$ cat config.mk
export PLATFORM = sky130hd
export DESIGN_NAME = spi_pkt_controller_flat
export DESIGN_NICKNAME = d
export VERILOG_FILES = /design/src/rtl/spi_pkt_controller_if.sv /design/src/rtl/spi_pkt_controller.sv /design/src/flat_wrapper.sv
export SDC_FILE = /design/constraint.sdc
export NUM_CORES = 1
export LEC_CHECK = 0
export ABC_CLOCK_PERIOD_IN_PS = 1900
export CORE_MARGIN = 2
export CORE_UTILIZATION = 45
export CTS_BUF_LIST = sky130_fd_sc_hd__clkbuf_4 sky130_fd_sc_hd__clkbuf_8
export DETAILED_ROUTE_END_ITERATION = 10
export GPL_TIMING_DRIVEN = 0
export HOLD_SLACK_MARGIN = 0.06
export PLACE_DENSITY = 0.81
export SLEW_MARGIN = 10
export SYNTH_ARGS = -nofsm -noshare
export SYNTH_HDL_FRONTEND = slang
export SYNTH_SLANG_ARGS = --single-unit
$ cat constraint.sdc
create_clock -name clk -period 1.9 [get_ports clk]
set_input_delay 0.475 -clock clk [delete_from_list [all_inputs] [get_ports clk]]
set_output_delay 0.475 -clock clk [all_outputs]
set_load 0.01 [all_outputs]
$ cat src/rtl/spi_pkt_controller_if.sv
// Signal bundle between the SPI byte engine / sample FIFO / register bank and the packet controller.
// Byte handshake: spi_c_data_in is valid only in a cycle where spi_c_data_stb is high; there is no back-pressure, every strobed byte is consumed.
interface spi_pkt_controller_if #(
    parameter int SPACE_W = 13,
    parameter int NREG    = 2,
    parameter int REG_W   = 8
);
    localparam int AW = (NREG > 1) ? $clog2(NREG) : 1;

    logic [7:0]         spi_c_data_in;
    logic               spi_c_data_stb;
    logic               spi_tsx_start;
    logic [7:0]         spi_c_data_out;
    logic [SPACE_W-1:0] fifo_space_free;
    logic               fifo_full;
    logic [7:0]         fifo_data_in;
    logic               fifo_wr;
    logic [AW-1:0]      reg_addr;
    logic [REG_W-1:0]   reg_data;
    logic               reg_wr;
    logic               busy;
    logic [2:0]         state;

    modport master (
        output spi_c_data_in, spi_c_data_stb, spi_tsx_start, fifo_space_free, fifo_full,
        input  spi_c_data_out, fifo_data_in, fifo_wr, reg_addr, reg_data, reg_wr, busy, state
    );

    modport slave (
        input  spi_c_data_in, spi_c_data_stb, spi_tsx_start, fifo_space_free, fifo_full,
        output spi_c_data_out, fifo_data_in, fifo_wr, reg_addr, reg_data, reg_wr, busy, state
    );
endinterface

$ cat src/rtl/spi_pkt_controller.sv
// Packet decoder on the SPI byte stream: FIFO-space readback, indexed register writes,
// IQ sample streaming into the FIFO and sticky status readback. State is visible on bus.state.
module spi_pkt_controller #(
    parameter int SPACE_W = 13,
    parameter int NREG    = 2,
    parameter int REG_W   = 8,
    parameter int TIMEOUT = 1024
) (
    input logic                 clk,
    input logic                 rst_n,
    spi_pkt_controller_if.slave bus
);
    localparam int SB   = (SPACE_W + 7) / 8;
    localparam int SR_W = 8 * SB;
    localparam int AW   = (NREG > 1) ? $clog2(NREG) : 1;
    localparam int RB   = REG_W / 8;
    localparam int TW   = $clog2(TIMEOUT);
    localparam logic [TW-1:0] TO_LAST = TW'(TIMEOUT - 1);

    localparam logic [2:0] S_IDLE     = 3'd0;
    localparam logic [2:0] S_TYPE     = 3'd1;
    localparam logic [2:0] S_LEN      = 3'd2;
    localparam logic [2:0] S_SPACE    = 3'd3;
    localparam logic [2:0] S_REG_IDX  = 3'd4;
    localparam logic [2:0] S_REG_DATA = 3'd5;
    localparam logic [2:0] S_FIFO     = 3'd6;
    localparam logic [2:0] S_STATUS   = 3'd7;

    logic [2:0]       state, state_n;
    logic [7:0]       out_n, fdata_n;
    logic             fwr_n, rwr_n, busy_n;
    logic [AW-1:0]    raddr_n, idx_q, idx_n;
    logic [REG_W-1:0] rdata_n, shadow, shadow_n;
    logic [7:0]       type_q, type_n, cnt, cnt_n, drop_cnt, drop_n;
    logic [SR_W-1:0]  sr, sr_n, space_ext;
    logic [TW-1:0]    to_cnt, to_cnt_n;
    logic             ovf, ovf_n, type_err, type_err_n, addr_err, addr_err_n, to_err, to_err_n;

    assign space_ext = SR_W'(bus.fifo_space_free);
    assign bus.state = state;

    // cnt is shared: bytes left in SPACE/REG_DATA, remaining samples in FIFO, phase in STATUS.
    always_comb begin
        state_n    = state;
        out_n      = bus.spi_c_data_out;
        fdata_n    = bus.fifo_data_in;
        fwr_n      = 1'b0;
        raddr_n    = bus.reg_addr;
        rdata_n    = bus.reg_data;
        rwr_n      = 1'b0;
        idx_n      = idx_q;
        type_n     = type_q;
        cnt_n      = cnt;
        sr_n       = sr;
        shadow_n   = shadow;
        to_cnt_n   = '0;
        drop_n     = drop_cnt;
        ovf_n      = ovf;
        type_err_n = type_err;
        addr_err_n = addr_err;
        to_err_n   = to_err;

        if (bus.spi_tsx_start) begin
            state_n = S_TYPE;
            out_n   = 8'hA5;
        end else if (state != S_IDLE && !bus.spi_c_data_stb && to_cnt == TO_LAST) begin
            state_n  = S_IDLE;
            to_err_n = 1'b1;
        end else if (state != S_IDLE) begin
            if (!bus.spi_c_data_stb) to_cnt_n = to_cnt + 1'b1;
            case (state)
                S_TYPE: if (bus.spi_c_data_stb) begin
                    type_n  = bus.spi_c_data_in;
                    state_n = S_LEN;
                end
                S_LEN: if (bus.spi_c_data_stb) begin
                    case (type_q)
                        8'd0: begin
                            state_n = S_SPACE;
                            sr_n    = space_ext;
                            out_n   = space_ext[SR_W-1 -: 8];
                            cnt_n   = 8'(SB - 1);
                        end
                        8'd1: state_n = S_REG_IDX;
                        8'd2: begin
                            state_n = S_FIFO;
                            cnt_n   = bus.spi_c_data_in;
                        end
                        8'd3: begin
                            state_n = S_STATUS;
                            out_n   = {4'b0, to_err, addr_err, type_err, ovf};
                            cnt_n   = 8'd1;
                        end
                        default: begin
                            state_n    = S_IDLE;
                            type_err_n = 1'b1;
                        end
                    endcase
                end
                S_SPACE: if (bus.spi_c_data_stb) begin
                    if (cnt == 8'd0) begin
                        state_n = S_IDLE;
                        out_n   = 8'h00;
                    end else begin
                        sr_n  = sr << 8;
                        out_n = sr_n[SR_W-1 -: 8];
                        cnt_n = cnt - 1'b1;
                    end
                end
                S_REG_IDX: if (bus.spi_c_data_stb) begin
                    if (32'(bus.spi_c_data_in) >= 32'(NREG)) begin
                        state_n    = S_IDLE;
                        addr_err_n = 1'b1;
                    end else begin
                        idx_n    = bus.spi_c_data_in[AW-1:0];
                        cnt_n    = 8'(RB - 1);
                        shadow_n = '0;
                        state_n  = S_REG_DATA;
                    end
                end
                S_REG_DATA: if (bus.spi_c_data_stb) begin
                    shadow_n = (shadow << 8) | REG_W'(bus.spi_c_data_in);
                    if (cnt == 8'd0) begin
                        raddr_n = idx_q;
                        rdata_n = shadow_n;
                        rwr_n   = 1'b1;
                        state_n = S_IDLE;
                    end else begin
                        cnt_n = cnt - 1'b1;
                    end
                end
                S_FIFO: begin
                    if (cnt == 8'd0) begin
                        state_n = S_IDLE;
                    end else if (bus.spi_c_data_stb) begin
                        // A full FIFO drops the byte but the packet keeps its framing.
                        if (!bus.fifo_full) begin
                            fdata_n = bus.spi_c_data_in;
                            fwr_n   = 1'b1;
                        end else begin
                            ovf_n = 1'b1;
                            if (drop_cnt != 8'hFF) drop_n = drop_cnt + 1'b1;
                        end
                        cnt_n = cnt - 1'b1;
                        out_n = space_ext[7:0];
                        if (cnt == 8'd1) state_n = S_IDLE;
                    end
                end
                S_STATUS: if (bus.spi_c_data_stb) begin
                    if (cnt != 8'd0) begin
                        out_n = drop_cnt;
                        cnt_n = 8'd0;
                    end else begin
                        ovf_n      = 1'b0;
                        type_err_n = 1'b0;
                        addr_err_n = 1'b0;
                        to_err_n   = 1'b0;
                        drop_n     = 8'd0;
                        state_n    = S_IDLE;
                    end
                end
                default: state_n = S_IDLE;
            endcase
        end
        busy_n = (state_n != S_IDLE);
    end

    always_ff @(posedge clk or negedge rst_n) begin
        if (!rst_n) begin
            state              <= S_IDLE;
            bus.spi_c_data_out <= '0;
            bus.fifo_data_in   <= '0;
            bus.fifo_wr        <= 1'b0;
            bus.reg_addr       <= '0;
            bus.reg_data       <= '0;
            bus.reg_wr         <= 1'b0;
            bus.busy           <= 1'b0;
            idx_q              <= '0;
            type_q             <= '0;
            cnt                <= '0;
            sr                 <= '0;
            shadow             <= '0;
            to_cnt             <= '0;
            drop_cnt           <= '0;
            ovf                <= 1'b0;
            type_err           <= 1'b0;
            addr_err           <= 1'b0;
            to_err             <= 1'b0;
        end else begin
            state              <= state_n;
            bus.spi_c_data_out <= out_n;
            bus.fifo_data_in   <= fdata_n;
            bus.fifo_wr        <= fwr_n;
            bus.reg_addr       <= raddr_n;
            bus.reg_data       <= rdata_n;
            bus.reg_wr         <= rwr_n;
            bus.busy           <= busy_n;
            idx_q              <= idx_n;
            type_q             <= type_n;
            cnt                <= cnt_n;
            sr                 <= sr_n;
            shadow             <= shadow_n;
            to_cnt             <= to_cnt_n;
            drop_cnt           <= drop_n;
            ovf                <= ovf_n;
            type_err           <= type_err_n;
            addr_err           <= addr_err_n;
            to_err             <= to_err_n;
        end
    end
endmodule

$ cat src/flat_wrapper.sv
// flat-port wrapper written by rule: the top's interface ports become plain ports
module spi_pkt_controller_flat 
#(
    parameter int SPACE_W = 13,
    parameter int NREG    = 2,
    parameter int REG_W   = 8,
    parameter int TIMEOUT = 1024
)
  (clk, rst_n, bus_spi_c_data_in, bus_spi_c_data_stb, bus_spi_tsx_start, bus_fifo_space_free, bus_fifo_full, bus_spi_c_data_out, bus_fifo_data_in, bus_fifo_wr, bus_reg_addr, bus_reg_data, bus_reg_wr, bus_busy, bus_state);
  spi_pkt_controller_if #(.SPACE_W(SPACE_W), .NREG(NREG), .REG_W(REG_W)) bus_i ();
  input logic clk;
  input logic rst_n;
  input wire logic [$bits(bus_i.spi_c_data_in)-1:0] bus_spi_c_data_in;
  input wire logic [$bits(bus_i.spi_c_data_stb)-1:0] bus_spi_c_data_stb;
  input wire logic [$bits(bus_i.spi_tsx_start)-1:0] bus_spi_tsx_start;
  input wire logic [$bits(bus_i.fifo_space_free)-1:0] bus_fifo_space_free;
  input wire logic [$bits(bus_i.fifo_full)-1:0] bus_fifo_full;
  output wire logic [$bits(bus_i.spi_c_data_out)-1:0] bus_spi_c_data_out;
  output wire logic [$bits(bus_i.fifo_data_in)-1:0] bus_fifo_data_in;
  output wire logic [$bits(bus_i.fifo_wr)-1:0] bus_fifo_wr;
  output wire logic [$bits(bus_i.reg_addr)-1:0] bus_reg_addr;
  output wire logic [$bits(bus_i.reg_data)-1:0] bus_reg_data;
  output wire logic [$bits(bus_i.reg_wr)-1:0] bus_reg_wr;
  output wire logic [$bits(bus_i.busy)-1:0] bus_busy;
  output wire logic [$bits(bus_i.state)-1:0] bus_state;
  assign bus_i.spi_c_data_in = bus_spi_c_data_in;
  assign bus_i.spi_c_data_stb = bus_spi_c_data_stb;
  assign bus_i.spi_tsx_start = bus_spi_tsx_start;
  assign bus_i.fifo_space_free = bus_fifo_space_free;
  assign bus_i.fifo_full = bus_fifo_full;
  assign bus_spi_c_data_out = bus_i.spi_c_data_out;
  assign bus_fifo_data_in = bus_i.fifo_data_in;
  assign bus_fifo_wr = bus_i.fifo_wr;
  assign bus_reg_addr = bus_i.reg_addr;
  assign bus_reg_data = bus_i.reg_data;
  assign bus_reg_wr = bus_i.reg_wr;
  assign bus_busy = bus_i.busy;
  assign bus_state = bus_i.state;
  spi_pkt_controller #(.SPACE_W(SPACE_W), .NREG(NREG), .REG_W(REG_W), .TIMEOUT(TIMEOUT)) u_core (.clk(clk), .rst_n(rst_n), .bus(bus_i));
endmodule
==> results.py <==
metrics = {
    "placed_design": {
        "preCtsSetupSlack_ns": -1.02,
        "hpwlAfterDp_microns": 7530,
        "portBuffers": 56,
        "placedInstanceArea_sq_mm": 0.00489,
        "dp_cells": 569,
        "gp_congestion": 0.856,
    },
    "timing": {
        "finalHoldViolCount": 0,
        "skew_ns": 0.00867,
        "final_min_period_over_clock_period_pct": 112,
        "timing.fmax_mhz": 472,
        "setup_repair_after_global_routing_missed_its_margin": "yes",
        "finalSetupViolCount": 49,
        "timing.final.ws_setup_ns": -0.219,
        "timing.max_slew.rel_slack_pct": 42.1,
        "slew_violations": 0,
        "final.min_clock_period_ns": 2.12,
        "worstMarginPinSlew_ns": 0.860,
    },
    "die": {
        "fp.dieW_microns": 99.9,
        "starting_density_of_the_core_pct": 45.7,
        "total_i_o_pin_count": 57,
        "core-area_sq_mm": 0.00906,
        "fp.dieH_microns": 99.9,
        "core.rowCount": 35,
        "overall_die_area_sq_mm": 0.00999,
    },
    "pwr": {
        "power.internal_mw": 3.41,
        "seq_pwr_share_pct": 42.2,
        "cellPowerDensity_mw_per_mm2": 827,
        "sw_share_pct": 32.8,
        "total_power_mw": 5.08,
        "pwr-share-clk_pct": 27.5,
        "peakVddDrop_mv": 0.653,
        "share_comb_of_total_power_pct": 30.2,
        "switching_power_mw": 1.67,
        "power.static_leakage_nw": 2.62,
    },
    "critical_path": {
        "critical_path_origin": "bus_spi_c_data_in[4]",
        "rr_endpoint": "u_core.cnt[0]",
        "critPathArrivalTime_ns": 2.38,
        "worst-path-max-fanout": 7,
        "reg2reg_setup_slack_ns": -0.22,
        "worst_path_dominant_cell_family": "buffers and inverters",
        "worst_ep_required_time_ns": 2.16,
        "crit_buf_inv": 2,
        "worstSetupEndpoint": "u_core.cnt[0]",
        "worst_path_largest_cell_delay_ns": 0.56,
        "crit_cells": 7,
        "worst-r2r-cell-count": 6,
        "crit_path_top_delay_cell": "sky130_fd_sc_hd__clkdlybuf4s50_1",
        "crit_path_start_kind": "primary input",
        "cell_breakdown_of_the_critical_path": "clkdlybuf4s50_1 > nor4_4 > a21oi_1 > o21a_1 > or2_1 > buf_6 > mux2_4",
        "r2r_start": "u_core.type_q[4]",
        "setup.worst_path.end_class": "flop",
        "critPathKind": "in -> reg",
    },
    "clock_tree": {
        "clock-sinks": 78,
        "path_clk_slew_ns": 0.09,
        "max-clock-path-buffers": 2,
        "clk_root_buffer_cell": "sky130_fd_sc_hd__clkbuf_8",
        "cts_hold_buf": 0,
        "cts-htree-levels": 3,
        "cts_tree": "done",
        "cts_buffers": 9,
        "clkLatencyLatePin_ns": 0.37,
    },
    "grt": {
        "first_global_vias": 3882,
        "grt_pass1_wl_microns": 19800,
        "grt_start_max_net_pins": 44,
        "grt_overflow": 0,
        "grt_use_total_pct": 24.9,
        "grt_antenna_before_repair": 0,
    },
    "finish": {
        "total_area_of_multi_input_combinational_cells_sq_mm": 0.00246,
        "finalInstanceArea_sq_mm": 0.00614,
        "finish.net_count": 559,
        "final_core_util_pct": 67.8,
        "layout.cells.most_common_list": "sky130_fd_sc_hd__dfrtp_1, sky130_fd_sc_hd__clkdlybuf4s50_1, sky130_fd_sc_hd__buf_4",
        "most_frequent_standard_cell_in_the_layout_excluding_fill_and_tap_cells": "sky130_fd_sc_hd__dfrtp_1",
        "syn2layout_area_growth_pct": 48.4,
        "num_antenna_cells": 0,
        "instances_no_fill": 645,
        "area.sequential_sq_mm": 0.00195,
        "post_route_cells_drive_above_1_share_pct": 38.2,
        "fill_cells": 617,
    },
    "drt": {
        "detailedRoute.firstPassIterationCount": 5,
        "drt-wirelength-per-cell_microns": 20.0,
        "final_antenna_net_count": 0,
        "first_iter_violations": 275,
        "detail_route.drc_violations": 0,
        "viasPerCell": 6.18,
        "finalWirelength_microns": 12900,
        "vias": 3986,
    },
    "yosys": {
        "count_of_yosys_warnings_during_synthesis": 0,
        "synth_cell_type_count": 72,
        "asyncSetResetFlopFracSynth_pct": 100,
        "synth_edf_count": 0,
        "ys_dominant_reg_cell": "sky130_fd_sc_hd__dfrtp_1",
        "synth.top_cells.by_area": "sky130_fd_sc_hd__dfrtp_1, sky130_fd_sc_hd__mux2_2, sky130_fd_sc_hd__nand2_1, sky130_fd_sc_hd__o31ai_1, sky130_fd_sc_hd__o21ai_0",
        "synthesis.area_per_instance_sq_um": 10.3,
        "synth_fp_nets": 431,
        "mappedNetlistArea_sq_mm": 0.00414,
        "synth_top_area_share_pct": 47.1,
        "synthDominantAreaCellType": "sky130_fd_sc_hd__dfrtp_1",
        "synth-seq-area-share_pct": 47.1,
        "syn_inst": 401,
        "ys_seq_elements": 78,
    },
    "min_path": {
        "worstHoldPathType": "in -> async",
    },
    "status": {
        "status": "finished, violations left",
        "violations": "negative setup slack",
    },
    "flow_run": {
        "max-cap-violations": 0,
    },
}
==> how the worst min path moves through the flow <==
stage / cells after the start / to / from / slack, ns
after CTS: 1 / u_core.sr[7] / rst_n / 0.07
after floorplan: 0 / u_core.addr_err / rst_n / 0.18
after global placement: 2 / u_core.sr[5] / u_core.sr[5] / 0.46
final: 1 / u_core.sr[6] / rst_n / 0.06
after detailed placement: 1 / u_core.sr[7] / rst_n / 0.46
after global routing: 1 / u_core.sr[6] / rst_n / 0.1
==> synth_stat cells (2+ instances only) <==
cell,instances
sky130_fd_sc_hd__xnor2_1,8
sky130_fd_sc_hd__clkbuf_1,8
sky130_fd_sc_hd__and3_1,5
sky130_fd_sc_hd__mux2i_1,4
sky130_fd_sc_hd__o31ai_1,18
sky130_fd_sc_hd__dfrtp_1,78
sky130_fd_sc_hd__nor3b_1,3
sky130_fd_sc_hd__mux2_2,27
sky130_fd_sc_hd__a222oi_1,4
sky130_fd_sc_hd__a211oi_1,2
sky130_fd_sc_hd__buf_1,2
sky130_fd_sc_hd__and2b_2,2
sky130_fd_sc_hd__a21oi_1,17
sky130_fd_sc_hd__nor2_1,29
sky130_fd_sc_hd__xor2_1,2
sky130_fd_sc_hd__or4_1,2
sky130_fd_sc_hd__nand3b_1,3
sky130_fd_sc_hd__nand2b_1,2
sky130_fd_sc_hd__nor3_2,2
sky130_fd_sc_hd__a32oi_1,7
sky130_fd_sc_hd__a22oi_1,3
sky130_fd_sc_hd__a21boi_0,2
sky130_fd_sc_hd__a31oi_1,7
sky130_fd_sc_hd__and2_1,4
sky130_fd_sc_hd__nand3_1,10
sky130_fd_sc_hd__buf_2,6
sky130_fd_sc_hd__a41oi_1,2
sky130_fd_sc_hd__o21ai_0,22
sky130_fd_sc_hd__a21o_1,4
sky130_fd_sc_hd__nor4_4,2
sky130_fd_sc_hd__o22a_1,2
sky130_fd_sc_hd__o2bb2ai_1,4
sky130_fd_sc_hd__inv_1,14
sky130_fd_sc_hd__clkbuf_8,2
sky130_fd_sc_hd__or3_1,2
sky130_fd_sc_hd__a2bb2oi_1,2
sky130_fd_sc_hd__nor4_1,3
sky130_fd_sc_hd__nand2_1,38
sky130_fd_sc_hd__nand4_1,5
sky130_fd_sc_hd__nor3_1,6
sky130_fd_sc_hd__ha_1,4
sky130_fd_sc_hd__o41ai_1,2
==> sequential cells by signal, summed over array words and instances, names as in the netlist, 3 cells and up <==
signal,flops
u_core.to_cnt,10
u_core.bus.fifo_data_in,8
u_core.bus.reg_data,8
u_core.bus.spi_c_data_out,8
u_core.cnt,8
u_core.drop_cnt,8
u_core.sr,8
u_core.type_q,8
u_core.bus.state,3
==> kinds of logic (layout without fill, tap and decap cells) <==
group                    Yosys count  after routing  synth area share [%]
AO/OA/AOI/OAI                    113            113                  19.4
adder cells (fa/ha/maj)            4              4                  1.21
multiplexers                      32             32                  8.67
flip-flops                        78             78                  47.1
buffers and inverters             33            166                  3.84
XOR/XNOR                          10             10                  2.11
AND/OR/NAND/NOR                  131            131                  17.7
==> stage by stage <==
step	setup TNS (ns)	hold slack, ns
after CTS	-3.66	0.0718
after global routing	-8.62	0.0994
after floorplan	-1.69	0.179
final	-4.16	0.0566
after global placement	-227.46	0.463
after detailed placement	-47.18	0.464
==> worst register-to-register path: stages (launching register included) <==
cell and delay [ns]:
sky130_fd_sc_hd__dfrtp_1 0.40, sky130_fd_sc_hd__or4_4 0.59, sky130_fd_sc_hd__nor3_4 0.22, sky130_fd_sc_hd__o221ai_4 0.13, sky130_fd_sc_hd__or2_1 0.25, sky130_fd_sc_hd__buf_6 0.14, sky130_fd_sc_hd__mux2_4 0.29
==> layout make-up <==
| cell class | instances | share of cell area, % |
|---|---|---|
| Tap cell | 111 | 2.26 |
| Timing Repair Buffer | 117 | 18.6 |
| Multi-Input combinational cell | 290 | 40.0 |
| Clock inverter | 7 | 1.57 |
| Sequential cell | 78 | 31.8 |
| Buffer | 19 | 2.93 |
| Inverter | 14 | 0.855 |
| Clock buffer | 9 | 2.02 |
==> per-layer routing <==
layer / GRT usage [%] / vias up / wire length, microns
met3: 5.43 / 61 / 887
met1: 31.5 / 1964 / 5070
met4: 9.69 / 0 / 553
met5: 0 / - / 0
li1: - / 1766 / -
met2: 42.0 / 195 / 6410
==> power by group through the flow <==
stage	Clock, mW	Combinational, mW	Sequential [mW]
finish	1.40	1.54	2.15
global route	1.48	1.65	2.17
CTS	1.41	1.33	2.11
detailed placement	0	0.936	2.14
global placement	0	0.899	2.12
floorplan	0	0.627	2.10
==> repair_timing <==
item | 4_1_cts | 5_1_grt
gates cloned | 2 | 2
pin swaps | 21 | 29
gates resized for setup | 76 | 70
setup buffers | 38 | 19
setup endpoints to repair | 78 | 74
Power figures use the tool's default switching activity.
